### config.mk
export PLATFORM = sky130hd
export DESIGN_NAME = dcmac_reset_seq_flat
export DESIGN_NICKNAME = d
export VERILOG_FILES = /design/src/rtl/dcmac_reset_seq_if.sv /design/src/rtl/dcmac_reset_seq.sv /design/src/flat_wrapper.sv
export SDC_FILE = /design/constraint.sdc
export NUM_CORES = 1
export LEC_CHECK = 0
export ABC_AREA = 1
export BUFFER_PORTS_ARGS = -buffer_cell sky130_fd_sc_hd__buf_2
export CAP_MARGIN = 20
export CORE_MARGIN = 2
export CORE_UTILIZATION = 37
export DETAILED_ROUTE_END_ITERATION = 7
export GPL_TIMING_DRIVEN = 1
export PLACE_DENSITY = 0.66
export SYNTH_ARGS = -nofsm -noshare
export SYNTH_HDL_FRONTEND = slang
export SYNTH_SLANG_ARGS = --single-unit
export TNS_END_PERCENT = 100
### constraint.sdc
create_clock -name clk -period 2.81 [get_ports clk]
set_input_delay 0.1405 -clock clk [delete_from_list [all_inputs] [get_ports clk]]
set_output_delay 0.1405 -clock clk [all_outputs]
set_load 0.005 [all_outputs]
### src/rtl/dcmac_reset_seq_if.sv
// Control/status bundle between the DCMAC register file and the reset sequencer.
// The register file is the master: it issues start/mode/chan_mask and reads status back.
interface dcmac_reset_seq_if #(
    parameter int NCH = 4
);
    logic           start;
    logic [1:0]     mode;
    logic [NCH-1:0] chan_mask;
    logic           busy;
    logic           done;
    logic           timeout;
    logic [2:0]     seq_state;

    modport master (
        output start, mode, chan_mask,
        input  busy, done, timeout, seq_state
    );

    modport slave (
        input  start, mode, chan_mask,
        output busy, done, timeout, seq_state
    );
endinterface

### src/rtl/dcmac_reset_seq.sv
// Self-timed DCMAC reset sequencer: assert, hold, release GT/serdes,
// wait for per-channel reset-done, then release the cores.
module dcmac_reset_seq #(
    parameter int NCH            = 4,
    parameter int HOLD_CYCLES    = 256,
    parameter int TIMEOUT_CYCLES = 1048576,
    parameter int CW             = 24
) (
    input  logic           clk,
    input  logic           resetn,
    dcmac_reset_seq_if.slave ctrl,
    input  logic [NCH-1:0] rx_reset_done,
    input  logic [NCH-1:0] tx_reset_done,
    output logic           gt_reset_all,
    output logic           gt_reset_rx_datapath,
    output logic           gt_reset_tx_datapath,
    output logic [NCH-1:0] rx_serdes_reset,
    output logic [NCH-1:0] tx_serdes_reset,
    output logic [NCH-1:0] rx_core_reset,
    output logic [NCH-1:0] tx_core_reset
);

    typedef enum logic [2:0] {
        S_IDLE     = 3'd0,
        S_ASSERT   = 3'd1,
        S_HOLD     = 3'd2,
        S_WAIT     = 3'd3,
        S_REL_CORE = 3'd4,
        S_ERR      = 3'd6
    } state_t;

    localparam logic [CW-1:0] HOLD_LAST = CW'(HOLD_CYCLES - 1);
    localparam logic [CW-1:0] HOLD_END  = CW'(HOLD_CYCLES);
    localparam logic [CW-1:0] WAIT_LAST = CW'(TIMEOUT_CYCLES - 1);
    localparam logic [CW-1:0] CNT_MAX   = '1;

    state_t         state;
    logic [1:0]     mode_q;
    logic [NCH-1:0] mask_q;
    logic [CW-1:0]  cnt;
    logic [CW-1:0]  cnt_inc;
    logic [CW-1:0]  hold_end;
    logic           core_only;
    logic           full_mode;
    logic           done_ok;
    logic           busy_q;
    logic           done_q;
    logic           timeout_q;
    logic [NCH-1:0] rx_meta;
    logic [NCH-1:0] rx_sync;
    logic [NCH-1:0] tx_meta;
    logic [NCH-1:0] tx_sync;

    assign core_only = (mode_q == 2'd2);
    assign full_mode = (mode_q == 2'd0) || (mode_q == 2'd3);
    assign cnt_inc   = (cnt == CNT_MAX) ? cnt : cnt + CW'(1);
    // Core-only mode leaves HOLD one cycle earlier because the extra REL_CORE
    // cycle makes up the difference: every reset is held HOLD_CYCLES+1 cycles.
    assign hold_end  = core_only ? HOLD_LAST : HOLD_END;
    assign done_ok   = ((rx_sync & mask_q) == mask_q) && ((tx_sync & mask_q) == mask_q);

    assign ctrl.busy      = busy_q;
    assign ctrl.done      = done_q;
    assign ctrl.timeout   = timeout_q;
    assign ctrl.seq_state = state;

    // Two-flop synchronisers bringing the GT reset-done flags into clk.
    always_ff @(posedge clk) begin
        if (!resetn) begin
            rx_meta <= '0;
            rx_sync <= '0;
            tx_meta <= '0;
            tx_sync <= '0;
        end else begin
            rx_meta <= rx_reset_done;
            rx_sync <= rx_meta;
            tx_meta <= tx_reset_done;
            tx_sync <= tx_meta;
        end
    end

    // Sequencer FSM with registered reset and status outputs.
    always_ff @(posedge clk) begin
        if (!resetn) begin
            state                <= S_IDLE;
            mode_q               <= '0;
            mask_q               <= '0;
            cnt                  <= '0;
            busy_q               <= 1'b0;
            done_q               <= 1'b0;
            timeout_q            <= 1'b0;
            gt_reset_all         <= 1'b0;
            gt_reset_rx_datapath <= 1'b0;
            gt_reset_tx_datapath <= 1'b0;
            rx_serdes_reset      <= '0;
            tx_serdes_reset      <= '0;
            rx_core_reset        <= '0;
            tx_core_reset        <= '0;
        end else begin
            case (state)
                S_IDLE, S_ERR: begin
                    if (ctrl.start) begin
                        mode_q    <= ctrl.mode;
                        mask_q    <= ctrl.chan_mask;
                        busy_q    <= 1'b1;
                        done_q    <= 1'b0;
                        timeout_q <= 1'b0;
                        state     <= S_ASSERT;
                    end
                end
                S_ASSERT: begin
                    gt_reset_all         <= full_mode;
                    gt_reset_rx_datapath <= !core_only;
                    gt_reset_tx_datapath <= !core_only;
                    rx_serdes_reset      <= core_only ? '0 : mask_q;
                    tx_serdes_reset      <= core_only ? '0 : mask_q;
                    rx_core_reset        <= mask_q;
                    tx_core_reset        <= mask_q;
                    cnt                  <= '0;
                    state                <= S_HOLD;
                end
                S_HOLD: begin
                    if (cnt == hold_end) begin
                        if (core_only) begin
                            state <= S_REL_CORE;
                        end else begin
                            gt_reset_all         <= 1'b0;
                            gt_reset_rx_datapath <= 1'b0;
                            gt_reset_tx_datapath <= 1'b0;
                            rx_serdes_reset      <= '0;
                            tx_serdes_reset      <= '0;
                            cnt                  <= '0;
                            state                <= S_WAIT;
                        end
                    end else begin
                        cnt <= cnt_inc;
                    end
                end
                S_WAIT: begin
                    if (done_ok) begin
                        state <= S_REL_CORE;
                    end else if (cnt == WAIT_LAST) begin
                        timeout_q <= 1'b1;
                        busy_q    <= 1'b0;
                        state     <= S_ERR;
                    end else begin
                        cnt <= cnt_inc;
                    end
                end
                S_REL_CORE: begin
                    rx_core_reset <= '0;
                    tx_core_reset <= '0;
                    done_q        <= 1'b1;
                    busy_q        <= 1'b0;
                    state         <= S_IDLE;
                end
                default: begin
                    state <= S_IDLE;
                end
            endcase
        end
    end

endmodule

### src/flat_wrapper.sv
// flat-port wrapper written by rule: the top's interface ports become plain ports
module dcmac_reset_seq_flat 
#(
    parameter int NCH            = 4,
    parameter int HOLD_CYCLES    = 256,
    parameter int TIMEOUT_CYCLES = 1048576,
    parameter int CW             = 24
)
  (clk, resetn, rx_reset_done, tx_reset_done, gt_reset_all, gt_reset_rx_datapath, gt_reset_tx_datapath, rx_serdes_reset, tx_serdes_reset, rx_core_reset, tx_core_reset, ctrl_start, ctrl_mode, ctrl_chan_mask, ctrl_busy, ctrl_done, ctrl_timeout, ctrl_seq_state);
  dcmac_reset_seq_if #(.NCH(NCH)) ctrl_i ();
  input  logic clk;
  input  logic resetn;
  input  logic [NCH-1:0] rx_reset_done;
  input  logic [NCH-1:0] tx_reset_done;
  output logic gt_reset_all;
  output logic gt_reset_rx_datapath;
  output logic gt_reset_tx_datapath;
  output logic [NCH-1:0] rx_serdes_reset;
  output logic [NCH-1:0] tx_serdes_reset;
  output logic [NCH-1:0] rx_core_reset;
  output logic [NCH-1:0] tx_core_reset;
  input wire logic [$bits(ctrl_i.start)-1:0] ctrl_start;
  input wire logic [$bits(ctrl_i.mode)-1:0] ctrl_mode;
  input wire logic [$bits(ctrl_i.chan_mask)-1:0] ctrl_chan_mask;
  output wire logic [$bits(ctrl_i.busy)-1:0] ctrl_busy;
  output wire logic [$bits(ctrl_i.done)-1:0] ctrl_done;
  output wire logic [$bits(ctrl_i.timeout)-1:0] ctrl_timeout;
  output wire logic [$bits(ctrl_i.seq_state)-1:0] ctrl_seq_state;
  assign ctrl_i.start = ctrl_start;
  assign ctrl_i.mode = ctrl_mode;
  assign ctrl_i.chan_mask = ctrl_chan_mask;
  assign ctrl_busy = ctrl_i.busy;
  assign ctrl_done = ctrl_i.done;
  assign ctrl_timeout = ctrl_i.timeout;
  assign ctrl_seq_state = ctrl_i.seq_state;
  dcmac_reset_seq #(.NCH(NCH), .HOLD_CYCLES(HOLD_CYCLES), .TIMEOUT_CYCLES(TIMEOUT_CYCLES), .CW(CW)) u_core (.clk(clk), .resetn(resetn), .ctrl(ctrl_i), .rx_reset_done(rx_reset_done), .tx_reset_done(tx_reset_done), .gt_reset_all(gt_reset_all), .gt_reset_rx_datapath(gt_reset_rx_datapath), .gt_reset_tx_datapath(gt_reset_tx_datapath), .rx_serdes_reset(rx_serdes_reset), .tx_serdes_reset(tx_serdes_reset), .rx_core_reset(rx_core_reset), .tx_core_reset(tx_core_reset));
endmodule
### Word-level counts from Yosys, hierarchy flattened

Index checks and enable logic that the tools add are counted.

* add/subtract/negate cells: 1
* reduce and logical (&&, ||, !) cells: 19
* div/mod/pow operators: 0
* equality and inequality tests: 20
* bitwise gates (word level): 2
* shifts and indexed selects: 0
* $lt $le $gt $ge: 0
* muxes and demuxes: 31
* multipliers: 0

Operators with widths (number)
* $mux 24: 5
* $pmux 24 s3: 1
* $add 24x1->24 const B: 1
* $eq 24x20->1 const B: 1
* $eq 24x24->1: 1
* $eq 24x24->1 const B: 1
* $pmux 4 s2: 2
* $mux 3: 5
* $mux 4: 3
* $pmux 3 s4: 1
* $reduce_and 4->1: 3
* $mux 9: 1
* $and 4x4->4: 2
* $eq 4x4->1: 2
* $mux 1: 8
* $ne 2x2->1 const B: 4
* $pmux 1 s2: 4
* $reduce_bool 2->1: 4
* $eq 3x2->1 const B: 2
* $eq 3x3->1 const B: 2
* $reduce_and 3->1: 2
* $reduce_bool 3->1: 2
* $eq 2x2->1 const B: 2
* $ne 2x1->1 const B: 2
* 11 further kinds: 12

* bits in registers: 62
* bits of input ports: 17
* word-level logic and storage cells: 88
* output and inout bits: 25
* bits in latches: 0
* bits in writable memories: 0
* ROM bits: 0
* memories kept: 0

### Longest topological paths before layout

Gate-level depths: netlist (run 1).

* word-level depth: 5
* gate-level depth with buffers: 13
* depth with buffers taken out: 13

### Least setup slack after synthesis (run 1)

No wires, ideal clock.

* kind: flip-flop to flip-flop
* from: reg u_core.cnt[0]
* to: reg u_core.cnt[19]
* data arrival time: 1.642 ns
* library setup time: 0.069 ns
* cell stages (with the launch flop): 11
* path slack: 1.099 ns
* buffers on the path: 1
* period minus slack after synthesis: 1.711 ns
* data required time: 2.741 ns
* cells stage by stage: dfxtp_1 ha_1 inv_1 nor2_4 nand3_1 nor2_2 nand3_2 nand3_2 buf_6 nand2_1 a21oi_2

* longest elaborated chain between the ends: 5
* elaborated cells on any way between the ends: 12
* those cells by class: add/sub: 1; eq/ne: 5; mux: 5; reduce/logical: 1

RTL lines
* start: declaration: line dcmac_reset_seq.sv:40 `logic [CW-1:0] cnt;`
* start signal: assignment: line dcmac_reset_seq.sv:136 `cnt <= cnt_inc;`
* start signal: assignment: line dcmac_reset_seq.sv:147 `cnt <= cnt_inc;`
* $add 24x1->24 or $eq 24x24->1 (tied branches): line dcmac_reset_seq.sv:56 `assign cnt_inc = (cnt == CNT_MAX) ? cnt : cnt + CW'(1);`
* $mux 24: line dcmac_reset_seq.sv:56
* $mux 24: line dcmac_reset_seq.sv:142 `end else if (cnt == WAIT_LAST) begin`
* $mux 24: line dcmac_reset_seq.sv:140 `if (done_ok) begin`
* $pmux 24 s3: line dcmac_reset_seq.sv:100 `case (state)`

Several ways; a longest one is shown, not always the timed one. The select of a mux whose other input is x is not followed.
A chain may end at the register's enable or synchronous reset.

### Final worst setup path (run 1)

* from: reg u_core.cnt[0]
* to: reg u_core.cnt[4]

The elaborated chain is that of the path after synthesis.

==> results of run 1 <==
==> cells in the mapped netlist (7+ instances only) <==
master / n / area, um^2
inv_1: 54 / 203
a22oi_1: 7 / 52.6
xor2_1: 11 / 96.3
o21ai_0: 18 / 90.1
nand4_1: 7 / 43.8
dfxtp_1: 62 / 1240
buf_4: 9 / 67.6
a21oi_2: 14 / 123
nand3_1: 30 / 150
a21oi_1: 22 / 110
nor2_1: 70 / 263
nand2_1: 177 / 664
==> where the power goes <==
| part | switching, uW | internal (uW) | leakage, uW |
|---|---|---|---|
| registers | 106 | 1000 | 0.000506 |
| clock network | 397 | 330 | 0.0000906 |
| logic | 700 | 321 | 0.00112 |
==> state kept, by name (all words and copies together), names as in the netlist, 2 cells and up <==
signal	cells
u_core.rx_meta	4
u_core.mask_q	4
u_core.rx_sync	4
u_core.tx_sync	4
u_core.tx_meta	4
u_core.ctrl.seq_state	3
u_core.cnt	24
u_core.mode_q	2
u_core.rx_core_reset	4
u_core.rx_serdes_reset	4
==> stage by stage <==
stage	hold WS, ps	worst slack (ps)
after floorplan	234	1100
after detailed placement	325	525
after global placement	317	606
after CTS	39.1	472
final	54.5	464
after global routing	78.3	179
==> layout make-up <==
type | instances | area share (%)
Clock buffer | 9 | 3.17
Inverter | 57 | 5.47
Timing Repair Buffer | 52 | 7.87
Multi-Input combinational cell | 386 | 46.8
Clock inverter | 7 | 1.44
Tap cell | 111 | 3.55
Sequential cell | 62 | 31.7
==> worst register-to-register path, cell delays in order, from the launching register on <==
cell and delay, ps:
dfxtp_1 480, ha_1 280, inv_1 100, nor2_4 160, nand2_2 110, nor2_2 130, nand2_1 440, nand2_1 230
nand3_1 90, nand2_1 60, nand2_1 50, a21oi_1 140
==> metal layers <==
metal | GRT usage, % | part of all wire [%]
met2 | 28.5 | 46
met1 | 22.4 | 48
met5 | 0 | 0
met3 | 3.41 | 4.9
met4 | 5.69 | 1.4
==> cells by family after synthesis <==
kind of cell / after synthesis / synth area share, %
and+or+nand+nor: 305 / 37.2
buffers and inverters: 78 / 10.5
AOI/OAI and AO/OA: 64 / 11.6
DFF: 62 / 36.2
xor gates and xnor gates: 15 / 3.83
adders and majority gates: 2 / 0.729
==> worst min-delay path by stage <==
stage	from	endpoint	slack, ps
floorplan	rx_reset_done[0]	u_core.rx_meta[0]$_SDFF_PN0_	230
global placement	rx_reset_done[0]	u_core.rx_meta[0]$_SDFF_PN0_	320
detailed placement	rx_reset_done[0]	u_core.rx_meta[0]$_SDFF_PN0_	320
CTS	ctrl_mode[1]	u_core.mode_q[1]$_SDFFE_PN0P_	40
global route	ctrl_chan_mask[1]	u_core.mask_q[1]$_SDFFE_PN0P_	80
finish	ctrl_mode[1]	u_core.mode_q[1]$_SDFFE_PN0P_	50
==> timing repair <==
| item | CTS | global route |
|---|---|---|
| hold endpoints to repair | 8 | 0 |
| resized for setup | 0 | 0 |
| endpoints found under the setup margin | 0 | 0 |
| setup buffers | 0 | 0 |
| hold buffers | 8 | 0 |
==> summary.txt, run 1 <==
Drt
  • DR vias/cell: 4.82
  • WL final: 8350 um
  • Drc violations: 0
  • Final ANT Viol Nets: 0
  • DRT Pass-1 Iters: 4
  • Detailed-route via count: 3299
  • Initial DRC count: 208
  • Routed wire per std cell: 12.2 um

Critical path
  • Most used cell, CP: nand2_1
  • R2R Setup Slk: 460 ps
  • Worst Setup Start Kind: flip-flop
  • End of the worst register-to-register path: u_core.cnt[4]$_SDFFE_PN0P_
  • R2R cell count: 11
  • Critical R2R Launch: u_core.cnt[0]$_SDFFE_PN0P_
  • Crit path max-delay family: simple AND/OR/NAND/NOR gates
  • Worst Path Buf+Inv: 1
  • CP endpoint kind: flip-flop
  • Crit-path cells: ha_1 -> inv_1 -> nor2_4 -> nand2_2 -> nor2_2 -> nand2_1 -> nand2_1 -> nand3_1 -> nand2_1 -> nand2_1 -> a21oi_1
  • Crit-path max FO: 21
  • Setup Crit Path Kind: flip-flop to flip-flop
  • Critical Path RT: 3070 ps
  • Crit path from: u_core.cnt[0]$_SDFFE_PN0P_
  • End of the critical path: u_core.cnt[4]$_SDFFE_PN0P_
  • CP max stage delay: 480 ps
  • Crit path DAT: 2610 ps
  • Levels on crit path: 11
  • Worst path slowest cell: dfxtp_1

Cells and area
  • Layout Cells excl Fill: 684
  • Diode count: 0
  • Area delta synth->final: 14.0%
  • Reg area: 0.00124 mm^2
  • Most frequent cells in the layout: nand2_1 (177), nor2_1 (70), dfxtp_1 (62), inv_1 (54), buf_2 (41)
  • Post-Layout Inst Area: 0.00391 mm^2
  • Layout cells sized above 1: 16.2%
  • Multi-input gate area: 0.00183 mm^2
  • Most common cell after layout, fill and taps aside: nand2_1
  • Final Util: 43.0%
  • # nets final: 587
  • Fill cell count: 958

Floorplan
  • Placeable core region: 0.00911 mm^2
  • Initial Utilization: 37.7%
  • Die W: 100 um
  • Total I/O pin count: 42
  • Core Rows: 35
  • Die area: 0.0101 mm^2
  • Die H: 100 um

Timing
  • Final cycle utilization of the critical path: 83.5%
  • Least-Margin Pin Slew: 744 ps
  • Setup violators final: 0
  • Slew margin rel.: 50.3%
  • Period minus WS final: 2350 ps
  • Final Hold Fails: 0
  • Fmax: 426 MHz
  • Clk_skew: 6.70 ps
  • Setup repair after global routing missed its margin: no
  • Final Max Tran Viols: 0
  • Final TNS setup: 0 ps

Clocking
  • H-tree depth: 3
  • Clk pin slew, worst setup/hold paths: 80 ps
  • TritonCTS Sinks: 62
  • Clock Path Buffers: 2
  • Root buf cell: clkbuf_8
  • CTS buffer count: 9
  • CTS tree: done
  • Later-pin clock latency in the skew report: 340 ps

Yosys
  • Ys Warns: 0
  • Library cells used by synthesis: 27
  • Ys async rst share: 0%
  • Net Count, Synth: 545
  • Seq/Total Area, Yosys: 36.2%
  • Post-synth EDFFs: 0
  • Top_reg_cell synth: dfxtp_1
  • Mapped Area: 0.00343 mm^2
  • Synthesized flop and latch total: 62
  • Gate Count Post-Synth: 526
  • Syn_area_per_cell: 6.52 um^2

Global route
  • GRT Total Usage: 17.2%
  • GRT overflow: 0
  • First-pass GRT wire length: 14000 um
  • Pin count of the biggest net entering global routing: 35
  • Vias in the first global route: 3092
  • Antenna violations before repair: 0

Power
  • PD cells: 730 mW/mm^2
  • Total power after layout: 2850 uW
  • Peak supply drop: 433 uV
  • Leak pwr: 0.00171 uW

Hold path
  • Worst min-delay path class: input pin to flip-flop
  • Hold-critical path depth: 3

Placed design
  • Placed insts: 660
  • Routability Congestion: 0.961
  • Hpwl dp: 6090 um
  • IO Port Bufs: 41
  • Area after DPL: 0.00365 mm^2

Outcome
  • Status: completed

Flow run
  • Max-Cap Viols: 0
Power figures use the tool's default switching activity.
==> run 2: changes to the inputs <==
==> constraint.sdc (replaced) <==
create_clock -name clk -period 2.3 [get_ports clk]
set_input_delay 0.115 -clock clk [delete_from_list [all_inputs] [get_ports clk]]
set_output_delay 0.115 -clock clk [all_outputs]
set_load 0.005 [all_outputs]
==> summary.txt, run 2 (same netlist as run 1, synthesis figures left out) <==
Outcome
  • Status: completed

Cells and area
  • Largest Register: u_core.cnt
  • Diode count: 0
  • Most frequent cells in the layout: nand2_1 (177), nor2_1 (70), dfxtp_1 (62), inv_1 (54), buf_2 (41)
  • # nets final: 593
  • Most common cell after layout, fill and taps aside: nand2_1
  • Layout cells sized above 1: 17.1%
  • Final Util: 43.7%
  • Largest register FFs: 24
  • Area delta synth->final: 16.0%
  • Layout Cells excl Fill: 690

Global route
  • First-pass GRT wire length: 14200 um
  • GRT overflow: 0
  • Pin count of the biggest net entering global routing: 36
  • GRT Total Usage: 17.7%
  • Antenna violations before repair: 0
  • Vias in the first global route: 3075

Placed design
  • Place WS: 303 ps
  • IO Port Bufs: 41
  • Placed insts: 666
  • Hpwl dp: 6250 um
  • Routability Congestion: 0.910

Clocking
  • Clk pin slew, worst setup/hold paths: 80 ps
  • H-tree depth: 3
  • CTS buffer count: 9
  • Root buf cell: clkbuf_8
  • TritonCTS Sinks: 62
  • Later-pin clock latency in the skew report: 350 ps
  • Clock Path Buffers: 2
  • # Post-CTS Setup Buffers: 0
  • CTS tree: done

Critical path
  • Setup Crit Path Kind: flip-flop to flip-flop
  • Worst Setup Start Kind: flip-flop
  • Crit path from: u_core.cnt[1]$_SDFFE_PN0P_
  • Most used cell, CP: nand2_1
  • Crit-path cells: ha_1 -> inv_1 -> nor2_4 -> nand2_2 -> nor2_1 -> nand3_1 -> nand2_1 -> nand2_2 -> nor2_4 -> nand2_1 -> nand2_1 -> nor2_1
  • Crit path max-delay family: simple AND/OR/NAND/NOR gates
  • Critical R2R Launch: u_core.cnt[1]$_SDFFE_PN0P_
  • Worst Path Buf+Inv: 1
  • Critical Path RT: 2550 ps
  • End of the worst register-to-register path: u_core.ctrl.seq_state[2]$_SDFFE_PN0P_
  • Worst path slowest cell: dfxtp_1
  • Crit path DAT: 2280 ps
  • R2R Setup Slk: 270 ps
  • Crit-path max FO: 12
  • CP endpoint kind: flip-flop
  • End of the critical path: u_core.ctrl.seq_state[2]$_SDFFE_PN0P_
  • Levels on crit path: 12
  • CP max stage delay: 390 ps
  • R2R cell count: 12

Drt
  • WL final: 8590 um
  • DRT Pass-1 Iters: 5
  • Drc violations: 0
  • Detailed-route via count: 3319
  • Initial DRC count: 192
  • Final ANT Viol Nets: 0
  • DR vias/cell: 4.81
  • Routed wire per std cell: 12.5 um

Hold path
  • Worst min-delay path class: input pin to flip-flop

Timing
  • Least-Margin Pin Slew: 477 ps
  • Final cycle utilization of the critical path: 88.3%
  • Fmax: 493 MHz
  • Period minus WS final: 2030 ps
  • Hold Slack: 19.2 ps
  • Setup repair after global routing missed its margin: no
  • Final worst slack: 270 ps
  • Slew margin rel.: 68.2%
  • Setup violators final: 0
  • Final Hold Fails: 0
  • Final TNS setup: 0 ps
  • Clk_skew: 10.0 ps
  • Final Max Tran Viols: 0

Floorplan
  • Total I/O pin count: 42
  • Die H: 100 um
  • Initial Utilization: 37.7%
  • Placeable core region: 0.00911 mm^2
  • Die area: 0.0101 mm^2
  • Die W: 100 um
  • Core Rows: 35

Flow run
  • Max-Cap Viols: 0

Power
  • Seq pwr share: 36.5%
  • Comb power frac: 35.6%
  • P_int: 2170 uW
  • Leak pwr: 0.00175 uW
  • PD cells: 919 mW/mm^2
  • Clock power frac: 27.9%
  • Switching Share: 40.8%
  • Peak supply drop: 553 uV
  • NetSw: 1490 uW
==> run 2: cell count changes in the layout (fill, tap and decap cells not counted), sizes merged <==
cell and delta:
buf +6, clkinv -2, bufinv +1, inv +1
==> run 2: per-stage QoR <==
| stage | total power (uW) | area [um^2] |
|---|---|---|
| 2_1_floorplan | 2290 | 3430 |
| 3_3_place_gp | 2630 | 3700 |
| 3_5_place_dp | 2640 | 3700 |
| 4_1_cts | 3680 | 3980 |
| 5_1_grt | 3910 | 3980 |
| 6_report | 3660 | 3980 |
==> run 2: cell type report <==
class	count	area [um^2]
multi-input combinational	386	1830
timing repair buffer	58	353
tap	111	139
clock buffer	9	124
inverter	57	214
clock inverter	7	80.1
sequential	62	1240
fill	950	5130
==> run 2: worst min path at each step <==
| stage | start | endpoint | slack [ps] | cells past startpoint |
|---|---|---|---|---|
| floorplan | rx_reset_done[0] | u_core.rx_meta[0]$_SDFF_PN0_ | 210 | 2 |
| global placement | rx_reset_done[0] | u_core.rx_meta[0]$_SDFF_PN0_ | 290 | 3 |
| detailed placement | rx_reset_done[0] | u_core.rx_meta[0]$_SDFF_PN0_ | 300 | 3 |
| CTS | ctrl_chan_mask[0] | u_core.mask_q[0]$_SDFFE_PN0P_ | 10 | 3 |
| global route | ctrl_chan_mask[1] | u_core.mask_q[1]$_SDFFE_PN0P_ | 30 | 3 |
| finish | ctrl_chan_mask[0] | u_core.mask_q[0]$_SDFFE_PN0P_ | 20 | 3 |
==> run 2: metal layers <==
metal / vias to the layer above / part of all wire [%] / GRT usage, %
li1: 1736 / - / -
met1: 1481 / 46 / 22.9
met2: 91 / 47 / 29.2
met3: 11 / 5.2 / 4.25
met4: 0 / 1.5 / 5.48
met5: - / 0 / 0
==> run 2: tightest hold or removal path, delay by kind of cell <==
kind,cells,cell delay (ps)
AO/OA/AOI/OAI,1,70
buffers and inverters,1,70
AND/OR/NAND/NOR,1,80
==> run 2: what timing repair did <==
item	CTS	global route
endpoints found under the hold margin	8	0
resized for setup	0	0
hold buffers	8	0
==> run 2: power groups by stage <==
stage | clock, uW | combinational, uW | sequential, uW
CTS | 1050 | 1300 | 1340
detailed placement | 0 | 1280 | 1360
floorplan | 0 | 931 | 1350
global placement | 0 | 1270 | 1360
finish | 1020 | 1300 | 1340
global route | 1090 | 1460 | 1360
